## src/rtl/adder_bist.sv

```systemverilog
// Built-in self-test controller for a combinational adder. It walks the adder
// through every {a,b} operand pair and reports the error count and first failing vector.
module adder_bist #(
   parameter int WIDTH  = 1,
   parameter int SETTLE = 2
) (
   input  logic                 clk,
   input  logic                 rst_n,
   input  logic                 start,
   output logic [WIDTH-1:0]     a,
   output logic [WIDTH-1:0]     b,
   input  logic [WIDTH-1:0]     sum,
   input  logic                 carry,
   output logic                 busy,
   output logic                 done,
   output logic                 pass,
   output logic [2*WIDTH:0]     err_count,
   output logic [2*WIDTH-1:0]   first_fail
);

   // state   | meaning
   // S_IDLE  | operands parked at 0, waiting for start
   // S_APPLY | current vector driven, settle timer counting down
   // S_CHECK | response sampled and compared on the closing edge
   // S_DONE  | results held, start re-arms a fresh run

   localparam int VEC_W = 2*WIDTH;
   localparam int ERR_W = 2*WIDTH+1;
   localparam int CNT_W = (SETTLE > 1) ? $clog2(SETTLE) : 1;
   localparam logic [VEC_W-1:0] VEC_LAST = '1;
   localparam logic [CNT_W-1:0] CNT_LOAD = CNT_W'(SETTLE-1);

   typedef enum logic [1:0] {
      S_IDLE  = 2'd0,
      S_APPLY = 2'd1,
      S_CHECK = 2'd2,
      S_DONE  = 2'd3
   } state_t;

   state_t            state_q, state_d;
   logic [VEC_W-1:0]  vec_q, vec_d;
   logic [VEC_W-1:0]  ab_q, ab_d;
   logic [CNT_W-1:0]  cnt_q, cnt_d;
   logic [ERR_W-1:0]  err_q, err_d;
   logic [VEC_W-1:0]  ff_q, ff_d;

   logic [WIDTH:0]    expected;
   logic [WIDTH:0]    response;
   logic              mismatch;

   // Reference sum is formed from the vector register rather than the a/b
   // outputs, so it is the intended operands that get checked.
   assign expected = {1'b0, vec_q[VEC_W-1:WIDTH]} + {1'b0, vec_q[WIDTH-1:0]};
   assign response = {carry, sum};
   assign mismatch = (response != expected);

   always_ff @(posedge clk or negedge rst_n) begin
      if (!rst_n) begin
         state_q <= S_IDLE;
         vec_q   <= '0;
         ab_q    <= '0;
         cnt_q   <= '0;
         err_q   <= '0;
         ff_q    <= '0;
      end else begin
         state_q <= state_d;
         vec_q   <= vec_d;
         ab_q    <= ab_d;
         cnt_q   <= cnt_d;
         err_q   <= err_d;
         ff_q    <= ff_d;
      end
   end

   always_comb begin
      state_d = state_q;
      vec_d   = vec_q;
      ab_d    = ab_q;
      cnt_d   = cnt_q;
      err_d   = err_q;
      ff_d    = ff_q;

      case (state_q)
         S_IDLE, S_DONE: begin
            if (start) begin
               state_d = S_APPLY;
               vec_d   = '0;
               ab_d    = '0;
               cnt_d   = CNT_LOAD;
               err_d   = '0;
               ff_d    = '0;
            end
         end

         S_APPLY: begin
            if (cnt_q == '0) begin
               state_d = S_CHECK;
            end else begin
               cnt_d = cnt_q - CNT_W'(1);
            end
         end

         S_CHECK: begin
            if (mismatch) begin
               err_d = err_q + ERR_W'(1);
               if (err_q == '0) begin
                  ff_d = vec_q;
               end
            end
            if (vec_q == VEC_LAST) begin
               state_d = S_DONE;
               ab_d    = '0;
            end else begin
               state_d = S_APPLY;
               vec_d   = vec_q + VEC_W'(1);
               ab_d    = vec_q + VEC_W'(1);
               cnt_d   = CNT_LOAD;
            end
         end

         default: begin
            state_d = S_IDLE;
         end
      endcase
   end

   assign a          = ab_q[VEC_W-1:WIDTH];
   assign b          = ab_q[WIDTH-1:0];
   assign busy       = (state_q == S_APPLY) || (state_q == S_CHECK);
   assign done       = (state_q == S_DONE);
   assign pass       = done && (err_q == '0);
   assign err_count  = err_q;
   assign first_fail = ff_q;

endmodule

```

## config.mk

```make
export PLATFORM = sky130hd
export DESIGN_NAME = adder_bist
export DESIGN_NICKNAME = d
export VERILOG_FILES = /design/src/rtl/adder_bist.sv
export SDC_FILE = /design/constraint.sdc
export NUM_CORES = 1
export LEC_CHECK = 0
export ABC_CLOCK_PERIOD_IN_PS = 2400
export BUFFER_PORTS_ARGS = -buffer_cell sky130_fd_sc_hd__clkbuf_2
export CAP_MARGIN = 20
export CORE_MARGIN = 2
export CORE_UTILIZATION = 36
export CTS_CLUSTER_SIZE = 12
export DETAILED_ROUTE_END_ITERATION = 16
export PLACE_DENSITY = 0.6
export SYNTH_ARGS = -nofsm -noshare
export SYNTH_HDL_FRONTEND = slang
export SYNTH_SLANG_ARGS = --single-unit
```

## constraint.sdc

```tcl
create_clock -name clk -period 2.4 [get_ports clk]
set_input_delay 0.12 -clock clk [delete_from_list [all_inputs] [get_ports clk]]
set_output_delay 0.12 -clock clk [all_outputs]
set_load 0.01 [all_outputs]
```

# Word-level counts from Yosys, hierarchy flattened
# Index checks and enable logic that the tools add are counted.
# word_totals
regBits	12
inputBits	5
out_inout_bits	10
word_cells	51
# op_classes
n_addsub	4
eq_ne	10
n_mux	19
n_reduce_logical	12
# ops
cell	count
2-bit 2-to-1 mux	8
2-bit case mux with 2 select lines	3
2-bit inequality test (second input constant)	5
2-bit equality test (second input constant)	3
3-bit 2-to-1 mux	2
2-bit case mux with 3 select lines	1
3-bit case mux with 2 select lines	1
2-bit AND reduction	3
3-bit AND reduction	2
4-bit AND reduction	1
3-bit by 1-bit adder with 3-bit output (second input constant)	1
3-bit zero test	1
1-bit 2-to-1 mux	3
1-bit case mux with 3 select lines	1
1-bit by 1-bit adder with 2-bit output	1
2-bit by 1-bit adder with 2-bit output (second input constant)	1
2-bit by 1-bit equality test with 1-bit output (second input constant)	1
2-bit zero test	1
2-bit inequality test	1
2-bit nonzero test	1
2-bit OR reduction	1
1-bit logical AND	1
1-bit logical OR	1
1-bit subtractor (second input constant)	1

# Logic depth before layout (Yosys ltp)
# Gate-level depths: netlist of run 1.
# depth
word_depth	4
ltp_mapped	8
mapped_depth_nobuf	6

# Worst setup path after synthesis of run 1
# Ideal clock, no wire load.
# synth_timing
path_kind	register -> register
start	reg state_q[0]
end	reg err_q[2] (netlist: err_count[2])
setup_ns	0.126
arrival_time_ns	1.541
required_time_ns	2.274
path_slack_ns	0.733
stages_incl_launch_ff	9
path_buffers	2
synth_period_minus_slack_ns	1.667
path_cell_list	dfrtp_1 -> inv_1 -> ha_1 -> buf_6 -> nor2b_1 -> buf_4 -> o21ai_0 -> o21ai_1 -> a311o_1
# synth_between
elab_chain_len	4
elab_cells_between_ends	9
cone_classes	eq/ne: 4; mux: 1; reduce/logical: 4
# synth_rtl
element	line_no	rtl
start: declaration	40	state_t state_q, state_d;
start signal: assignment	66	state_q <= state_d;
2-bit equality test or 2-bit zero test (tied branches)	83	case (state_q)
2-bit OR reduction	83	
2-bit inequality test (no line) or 2-bit nonzero test (tied branches)	n/a	
3-bit AND reduction (no line)	n/a	
end signal: assignment	70	err_q <= err_d;
end: declaration	44	logic [ERR_W-1:0] err_q, err_d;
# Several ways; a longest one is shown, not always the timed one.
# A chain may end at the register's enable or synchronous reset.

# Final worst setup path of run 1
# layout_timing
start	reg state_q[0]
end	reg err_q[0] (netlist: err_count[0])
# The elaborated chain is that of the path after synthesis.

==> out/results.tsv, run 1 <==
metric	value	unit
synth-seq-area-share	35.2	%
status	completed	
yosysTopAreaCell	dfrtp_1	
rsz0062_at_grt	false	
hold_class	in2reg	
clk_pin_slew_worst_paths	80	ps
synth_edf_count	0	
ys_warn_count	0	
slew_violations	0	
power.static_leakage	0.438	nW
port-buffer-count	14	
required	2600	ps
cp-start-kind	flop	
holdBufCountCts	1	
fin_crit	1920	ps
synth_seq_cells	12	
drt_iter0_drc	11	
fill_cells	227	
die_h	52.7	µm
insertion_delay	270	ps
dieArea	2780	µm²
synthTopCellsByCount	12 x dfrtp_1, 12 x nand2_1, 7 x o21ai_0	
antenna_found_initial	0	
gp_congestion	0.794	
vias	709	
postSynthAreaPerCell	9.28	µm²
fin_crit_sh	80.0	%
syn_inst	92	
via_per_inst	5.29	
syn-num-nets	103	
rows	17	
place.detailed.hpwl	1240	µm
path_class	reg2reg	
tightest_slew	533	ps
drc	0	
cts.sinks	12	
worst_ir_drop_vdd	0.500	mV
maxSlewHeadroom	64.4	%
drive_above_1_share	20.8	%
fin_hold_ws	238	ps
cts-root-buf	clkbuf_4	
synth_flop_cell	dfrtp_1	
endpoint_kind	flop	
hold_viol_final	0	
max_cap_violations	0	
setup_viol	0	
max_stage_delay	510	ps
critPathSlowestCell	nor2b_1	
path_cells	inv_1, ha_1, nor2b_1, or3_1, o21ai_1, nor3_1	
power.density	1090	nW/µm²
wl_per_cell	12.3	µm
drt-pass1-iter-count	4	
grt_usage	13.9	%
wl	1640	µm
post-cts-setup-buffers	0	
grt_max_degree	13	
placed_area	926	µm²
cts-resized-gates	0	
tritoncts	yes	
globalRouteOverflowTotal	0	
fin_skew	6.64	ps
postSynth.asyncResetShare	100	%
synth.distinct_cells	36	
fp.dieW	52.7	µm
grt_pass1_wl	2770	µm
crit_buf_inv	1	
fin_ws	481	ps
setup_tns	0	ps
synth.cell_area	853	µm²
netlist.area_leader.share	35.2	%
max_freq	521	MHz
fin_nets	119	
area_growth	12.3	%
ant_nets	0	
diodes	0	
io_pins	15	
start_util	38.2	%
htree_levels	1	
preCtsSetupSlack	469	ps
worstPathMaxFanout	9	
cts_buffers	3	
post-route-util	42.9	%
critPathTopFamily	simple AND/OR/NAND/NOR gates	
first_global_vias	635	
core	2230	µm²
final_cell_area	958	µm²
synth.top_cells.by_area	dfrtp_1 35%, ha_1 8.8%, nand2_1 5.3%	
cts_buffer_depth	2	
cp.arrival	2110	ps
==> final timing paths <==
check	depth (start not counted)	end	start	slack (ps)
worst max-delay path	6	err_count[0]	state_q[0]	480
worst min-delay path	3	err_count[1]	start	240
worst max register to register	6	err_count[0]	state_q[0]	480
worst min register to register	2	ab_q[0]	ab_q[0]	490
max in group asynchronous	2	first_fail[1]	rst_n	1900
min in group asynchronous	2	state_q[0]	rst_n	260
==> layer usage <==
layer  up-vias  track usage [%]  routed length, µm
li1        357                -                  -
met1       329             17.0                755
met2        19             22.1                782
met3         4             2.29                 71
met4         0             9.83                 33
met5         -                0                  0
==> power breakdown <==
group | switching [W] | total (W) | internal [W]
Clock | 0.0000688 | 0.000127 | 0.0000581
Sequential | 0.0000633 | 0.000328 | 0.000265
Combinational | 0.000336 | 0.000585 | 0.000250
==> area by class of cell <==
type	count	area, µm²	share of cell area (%)
inverter	6	22.5	2.35
tap	28	35.0	3.66
sequential	12	300	31.3
multi-input combinational	69	490	51.2
timing repair buffer	16	87.6	9.14
clock buffer	3	22.5	2.35
==> per-stage QoR <==
stage          cells  power, W
3_3_place_gp     130  0.000908
2_1_floorplan     92  0.000807
3_5_place_dp     130  0.000920
6_report         134   0.00104
4_1_cts          134   0.00105
5_1_grt          134   0.00114
==> flip-flops by register name, indices dropped and copies added, names as in the netlist <==
signal and cells:
ab_q 2, cnt_q 1, err_count 3, first_fail 2, state_q 2, vec_q 2
==> worst register-to-register path, cell delays in order (launching register included) <==
cell and delay [ps]:
dfrtp_1 390, inv_1 60, ha_1 490, nor2b_1 510
or3_1 180, o21ai_1 60, nor3_1 170
==> cells by family (layout without fill, tap and decap cells) <==
family,after synthesis,in the layout,share of synthesized area (%)
AOI/OAI and AO/OA,25,25,18.6
xor gates and xnor gates,2,2,5.13
adders and majority gates,6,6,8.80
buffers and inverters,11,25,7.33
DFF,12,12,35.2
muxes,3,3,5.13
and+or+nand+nor,33,33,19.8
==> layout by cell type (no fill, tap or decap), types with 2 or more instances in the layout <==
master and instances:
nand3_1 2, o211ai_1 2, nor2_1 5, o21ai_1 2, clkbuf_4 3, a21oi_1 5
o21ai_0 7, dfrtp_1 12, inv_1 6, nand4b_1 3, clkbuf_2 14, nand2b_1 3
nor3_1 2, nand2_1 12, ha_1 6
(Power assumes the default switching activity.)
==> run 2: changes to the inputs <==
--- a/config.mk
+++ b/config.mk
@@ -5,14 +5,14 @@
 export SDC_FILE = /design/constraint.sdc
 export NUM_CORES = 1
 export LEC_CHECK = 0
-export ABC_CLOCK_PERIOD_IN_PS = 2400
+export ABC_CLOCK_PERIOD_IN_PS = 1500
 export BUFFER_PORTS_ARGS = -buffer_cell sky130_fd_sc_hd__clkbuf_2
 export CAP_MARGIN = 20
 export CORE_MARGIN = 2
 export CORE_UTILIZATION = 36
 export CTS_CLUSTER_SIZE = 12
 export DETAILED_ROUTE_END_ITERATION = 16
-export PLACE_DENSITY = 0.6
+export PLACE_DENSITY = 0.62
 export SYNTH_ARGS = -nofsm -noshare
 export SYNTH_HDL_FRONTEND = slang
 export SYNTH_SLANG_ARGS = --single-unit
==> constraint.sdc (replaced) <==
create_clock -name clk -period 1.5 [get_ports clk]
set_input_delay 0.075 -clock clk [delete_from_list [all_inputs] [get_ports clk]]
set_output_delay 0.075 -clock clk [all_outputs]
set_load 0.01 [all_outputs]
==> run 2 against run 1 <==
Compared with the run above:
- sequential share of layout area fell by 6.6 points
- the flow now finishes with violations (negative setup slack)
- wire length rose by 28%
- first-iteration DRC count fell by 9.1%
- critical path type unchanged
- die area did not move
==> out/results.tsv, run 2 (synthesized netlist as in run 1, its figures left out) <==
metric	value	unit
power.density	2010	nW/µm²
place.detailed.hpwl	1450	µm
cp-startpoint	vec_q[1]	
fin_skew	2.26	ps
io_pins	15	
r2r_slack	-70	ps
path_class	reg2reg	
max_freq	637	MHz
wl	2100	µm
port-buffer-count	14	
drt-pass1-iter-count	4	
clk_pin_slew_worst_paths	70	ps
area_growth	42.2	%
fin_hold_ws	213	ps
fin_crit	1570	ps
endpoint_kind	flop	
cp-start-kind	flop	
cts.sinks	12	
first_global_vias	754	
worstPathMaxFanout	4	
post-route-util	54.3	%
fp.dieW	52.7	µm
max_stage_delay	410	ps
max_cap_violations	0	
layout_commonest_cell	buf_4	
drt_iter0_drc	10	
start_util	38.2	%
dieArea	2780	µm²
rsz0062_at_grt	true	
ant_nets	0	
fin_nets	139	
p_total	0.00243	W
reg2reg_to	err_count[2]	
fill_cells	218	
power.static_leakage	0.549	nW
largest_reg_flops	3	
wl_per_cell	13.6	µm
fin_ws	-71.1	ps
antenna_found_initial	0	
hold_class	in2async	
cts_buffers	3	
drive_above_1_share	43.7	%
tightest_slew	362	ps
violations	negative setup slack	
critPathSlowestCell	dfrtp_1	
required	1670	ps
maxSlewHeadroom	75.9	%
rr_startpoint	vec_q[1]	
fin_crit_sh	105	%
worst_ir_drop_vdd	1.27	mV
cp.arrival	1740	ps
ff_latch_area	300	µm²
grt_pass1_wl	3360	µm
cp.depth	5	
crit_buf_inv	0	
grt_usage	17.2	%
htree_levels	1	
die_h	52.7	µm
gp_congestion	0.821	
core	2230	µm²
multi_input_area	572	µm²
r2r_cells	5	
grt_max_degree	13	
drc	0	
finalNonFillerCells	154	
setup_viol	4	
critPathTopFamily	flip-flops	
critPathCapture	err_count[2]	
hold_viol_final	0	
path_cells	ha_4, xnor2_4, nand2_2, and3_4, a311o_1	
tritoncts	yes	
mostFrequentLayoutCells	17 x buf_4, 13 x clkbuf_2, 12 x dfrtp_1	
status	finished with violations	
slew_violations	0	
insertion_delay	280	ps
globalRouteOverflowTotal	0	
via_per_inst	5.17	
cts-root-buf	clkbuf_4	
vias	796	
place_inst	147	
cts_buffer_depth	2	
rows	17	
diodes	0	
## run 2: layer usage
metal / track usage, % / vias up / part of all wire [%]
met5: 0 / - / 0
met1: 20.0 / 379 / 44
met2: 29.4 / 14 / 51
met3: 6.00 / 4 / 3.8
li1: - / 399 / -
met4: 5.13 / 0 / 1.2
## run 2: where the power goes
part           internal [W]  switching [W]
registers          0.000424      0.0000885
logic              0.000936       0.000780
clock network     0.0000934       0.000113
total               0.00145       0.000982
## run 2: area by class of cell
class	instances	share of cell area (%)
timing repair buffer	36	21.3
clock buffer	3	1.86
sequential	12	24.7
inverter	6	2.06
tap	28	2.89
multi-input combinational	69	47.1
## run 2: timing repair
| action | 4_1_cts | 5_1_grt |
|---|---|---|
| buffers inserted | 1 | 2 |
| pin swaps | 2 | 0 |
| hold buffers | 1 | 0 |
| gates resized for setup | 6 | 19 |
| hold endpoints to repair | 12 | 0 |
| setup endpoints to repair | 12 | 9 |
## run 2: how the worst min path moves through the flow
stage / startpoint / endpoint / slack (ps)
finish: rst_n / err_count[1] / 210
global placement: rst_n / err_count[1] / -20
global route: rst_n / vec_q[1] / 250
CTS: start / ab_q[1] / 200
detailed placement: rst_n / err_count[1] / -10
floorplan: rst_n / ab_q[0] / -220
## run 2: per-stage QoR
stage	area, µm²	setup WS (ps)	setup TNS, ps
floorplan	866	-119	-374
global placement	1070	-89.4	-384
detailed placement	1070	-123	-599
CTS	1140	-51.2	-51.2
global route	1210	-152	-585
finish	1210	-71.1	-102
## run 2: worst register-to-register path: cells and delay by family, from the launching register on
kind                     cells  cell delay [ps]
flip-flops                   1              410
AO/OA/AOI/OAI                1              310
adder cells (fa/ha/maj)      1              280
AND/OR/NAND/NOR              2              280
XOR/XNOR                     1              180
==> run 3: changes to the inputs <==
--- a/config.mk
+++ b/config.mk
@@ -5,6 +5,7 @@
 export SDC_FILE = /design/constraint.sdc
 export NUM_CORES = 1
 export LEC_CHECK = 0
+export ABC_AREA = 1
 export ABC_CLOCK_PERIOD_IN_PS = 1500
 export BUFFER_PORTS_ARGS = -buffer_cell sky130_fd_sc_hd__clkbuf_2
 export CAP_MARGIN = 20
@@ -12,7 +13,7 @@
 export CORE_UTILIZATION = 36
 export CTS_CLUSTER_SIZE = 12
 export DETAILED_ROUTE_END_ITERATION = 16
-export PLACE_DENSITY = 0.62
+export PLACE_DENSITY = 0.64
 export SYNTH_ARGS = -nofsm -noshare
 export SYNTH_HDL_FRONTEND = slang
 export SYNTH_SLANG_ARGS = --single-unit
==> run 3 against run 2 <==
Compared with the run above:
- the flow now finishes without violations
- power shrank 35%
- clock power grew 24%
- maximum frequency grew 13%
- design area shrank 23%
- critical path depth shrank 1
- sequential power shrank 8.6%
- non-clock buffer count shrank 16
- setup slack gained 190 ps
- synthesized area shrank 17%
- clock-buffer cell count grew 1
- register-to-register slack gained 200 ps
- critical endpoint is now pass
- largest power group unchanged
==> out/results.tsv, run 3 <==
metric	value	unit
via_per_inst	4.41	
postSynth.asyncResetShare	100	%
cts-root-buf	clkbuf_4	
synth_seq_cells	12	
cp.arrival	1310	ps
synth.distinct_cells	19	
cts_buffers	3	
globalRouteOverflowTotal	0	
antenna_found_initial	0	
place.detailed.hpwl	1010	µm
fin_skew	0.882	ps
wl_per_cell	9.56	µm
power.static_leakage	0.513	nW
worstPathMaxFanout	3	
synth.top_cells.by_area	dfrtp_1 42%, nand2_1 13%, ha_1 11%	
maxSlewHeadroom	79.9	%
cp-start-kind	flop	
fin_crit	1380	ps
synthTopCellsByCount	24 x nand2_1, 18 x inv_1, 12 x dfrtp_1	
synth_most_common_cell	nand2_1	
endpoint_kind	primary output	
worst_ir_drop_vdd	1.01	mV
r2r_cells	7	
drt-pass1-iter-count	4	
die_h	48.4	µm
diodes	0	
p_total	0.00158	W
synth.cell_area	708	µm²
tritoncts	yes	
drc	0	
path_class	reg2out	
fin_crit_sh	92.3	%
yosysTopAreaCell	dfrtp_1	
start_util	37.2	%
routed.top_layer	met4	
largest_reg_flops	3	
grt_usage	13.2	%
setup_viol	0	
cts_buffer_depth	2	
min_path_cells	5	
synth_edf_count	0	
mostFrequentLayoutCells	23 x nand2_1, 17 x inv_1, 14 x clkbuf_2	
max_cap_violations	0	
grt_max_degree	13	
max_freq	722	MHz
fin_nets	125	
rsz0062_at_grt	false	
htree_levels	1	
ant_nets	0	
drive_above_1_share	32.7	%
max_stage_delay	410	ps
core	1900	µm²
netlist.area_leader.share	42.4	%
wl_met2	646	µm
vias	618	
fill_cells	176	
met3_length	58	µm
area_growth	31.4	%
required	1420	ps
synth-seq-area-share	42.4	%
first_global_vias	583	
grt_pass1_wl	2320	µm
postSynthAreaPerCell	7.96	µm²
path_cells	buf_4, ha_1, nor3b_2, clkbuf_2	
slew_violations	0	
fp.dieW	48.4	µm
syn_inst	89	
syn-num-nets	100	
power.density	1690	nW/µm²
hold_viol_final	0	
drt-met1-wl	605	µm
synth_flop_cell	dfrtp_1	
wl	1340	µm
gp_congestion	0.843	
cts.sinks	12	
clk_pin_slew_worst_paths	70	ps
setup_tns	0	ps
rows	16	
ys_warn_count	0	
insertion_delay	270	ps
io_pins	15	
dieArea	2340	µm²
drt_iter0_drc	8	
critPathSlowestCell	dfrtp_1	
port-buffer-count	14	
layout_commonest_cell	nand2_1	
status	completed	
tightest_slew	301	ps
hold_class	in2reg	
[run 3: changes by cell type after synthesis, moves of 3 or more]
| cell | change |
|---|---|
| nand4b_1 | -3 |
| nand4_1 | +3 |
| nand2b_1 | -3 |
| inv_1 | +12 |
| a21oi_1 | -4 |
| nor2_1 | -3 |
| nand2_1 | +12 |
[run 3: where the power goes]
group	switching [W]	internal, W	leakage [nW]
Sequential	0.0000641	0.000404	0.160
Combinational	0.000478	0.000372	0.332
Clock	0.000110	0.000148	0.0210
Total	0.000651	0.000924	0.513
[run 3: critical path: cells and delay by family, from the launching register on]
| kind | cells | cell delay, ps |
|---|---|---|
| simple gates | 1 | 150 |
| buf+inv | 2 | 280 |
| flops | 1 | 410 |
| fa+ha+maj | 1 | 190 |
[run 3: per-stage QoR]
step                instances  setup slack [ps]  hold slack, ps  utilization (%)  cell area, µm²
floorplan                  89               142            -221                -             708
global placement          132              90.4           -21.8             43.5             827
detailed placement        132              43.3           -20.5             43.5             827
CTS                       137              31.7             224             45.9             873
global route              140              9.50             242             48.9             931
finish                    140               115             213             48.9             931
[run 3: area by class of cell]
type / instances / area [µm²] / share of cell area, %
tap: 27 / 33.8 / 3.63
inverter: 20 / 75.1 / 8.06
sequential: 12 / 300 / 32.3
multi-input combinational: 57 / 368 / 39.5
timing repair buffer: 20 / 118 / 12.6
clock buffer: 4 / 36.3 / 3.90
[run 3: cells by family (layout without fill, tap and decap cells)]
family                     Yosys count  in the layout  share of synthesized area [%]
and+or+nand+nor                     36             36                           23.0
buffers and inverters               20             44                           10.6
AOI/OAI and AO/OA                   14             14                           12.2
DFF                                 12             12                           42.4
adders and majority gates            6              6                           10.6
xor gates and xnor gates             1              1                           1.24
[run 3: per-layer routing]
metal,global-route usage [%],vias up
met5,0,-
met4,5.71,0
met1,15.6,273
met3,5.56,4
li1,-,328
met2,21.1,13
[run 3: repair_timing]
| action | CTS | global route |
|---|---|---|
| buffers inserted | 0 | 3 |
| resized for setup | 0 | 6 |
| hold buffers | 1 | 0 |
| endpoints found under the setup margin | 0 | 9 |
| hold endpoints to repair | 12 | 0 |
[run 3: path summary, 6_finish.rpt]
check,from,end,slack (ps)
worst max register to register,state_q[0],ab_q[0],130
min in group asynchronous,rst_n,err_count[0],220
max in group asynchronous,rst_n,state_q[1],1060
worst min register to register,first_fail[1],first_fail[1],470
worst min-delay path,start,cnt_q,210
worst max-delay path,state_q[1],pass,120
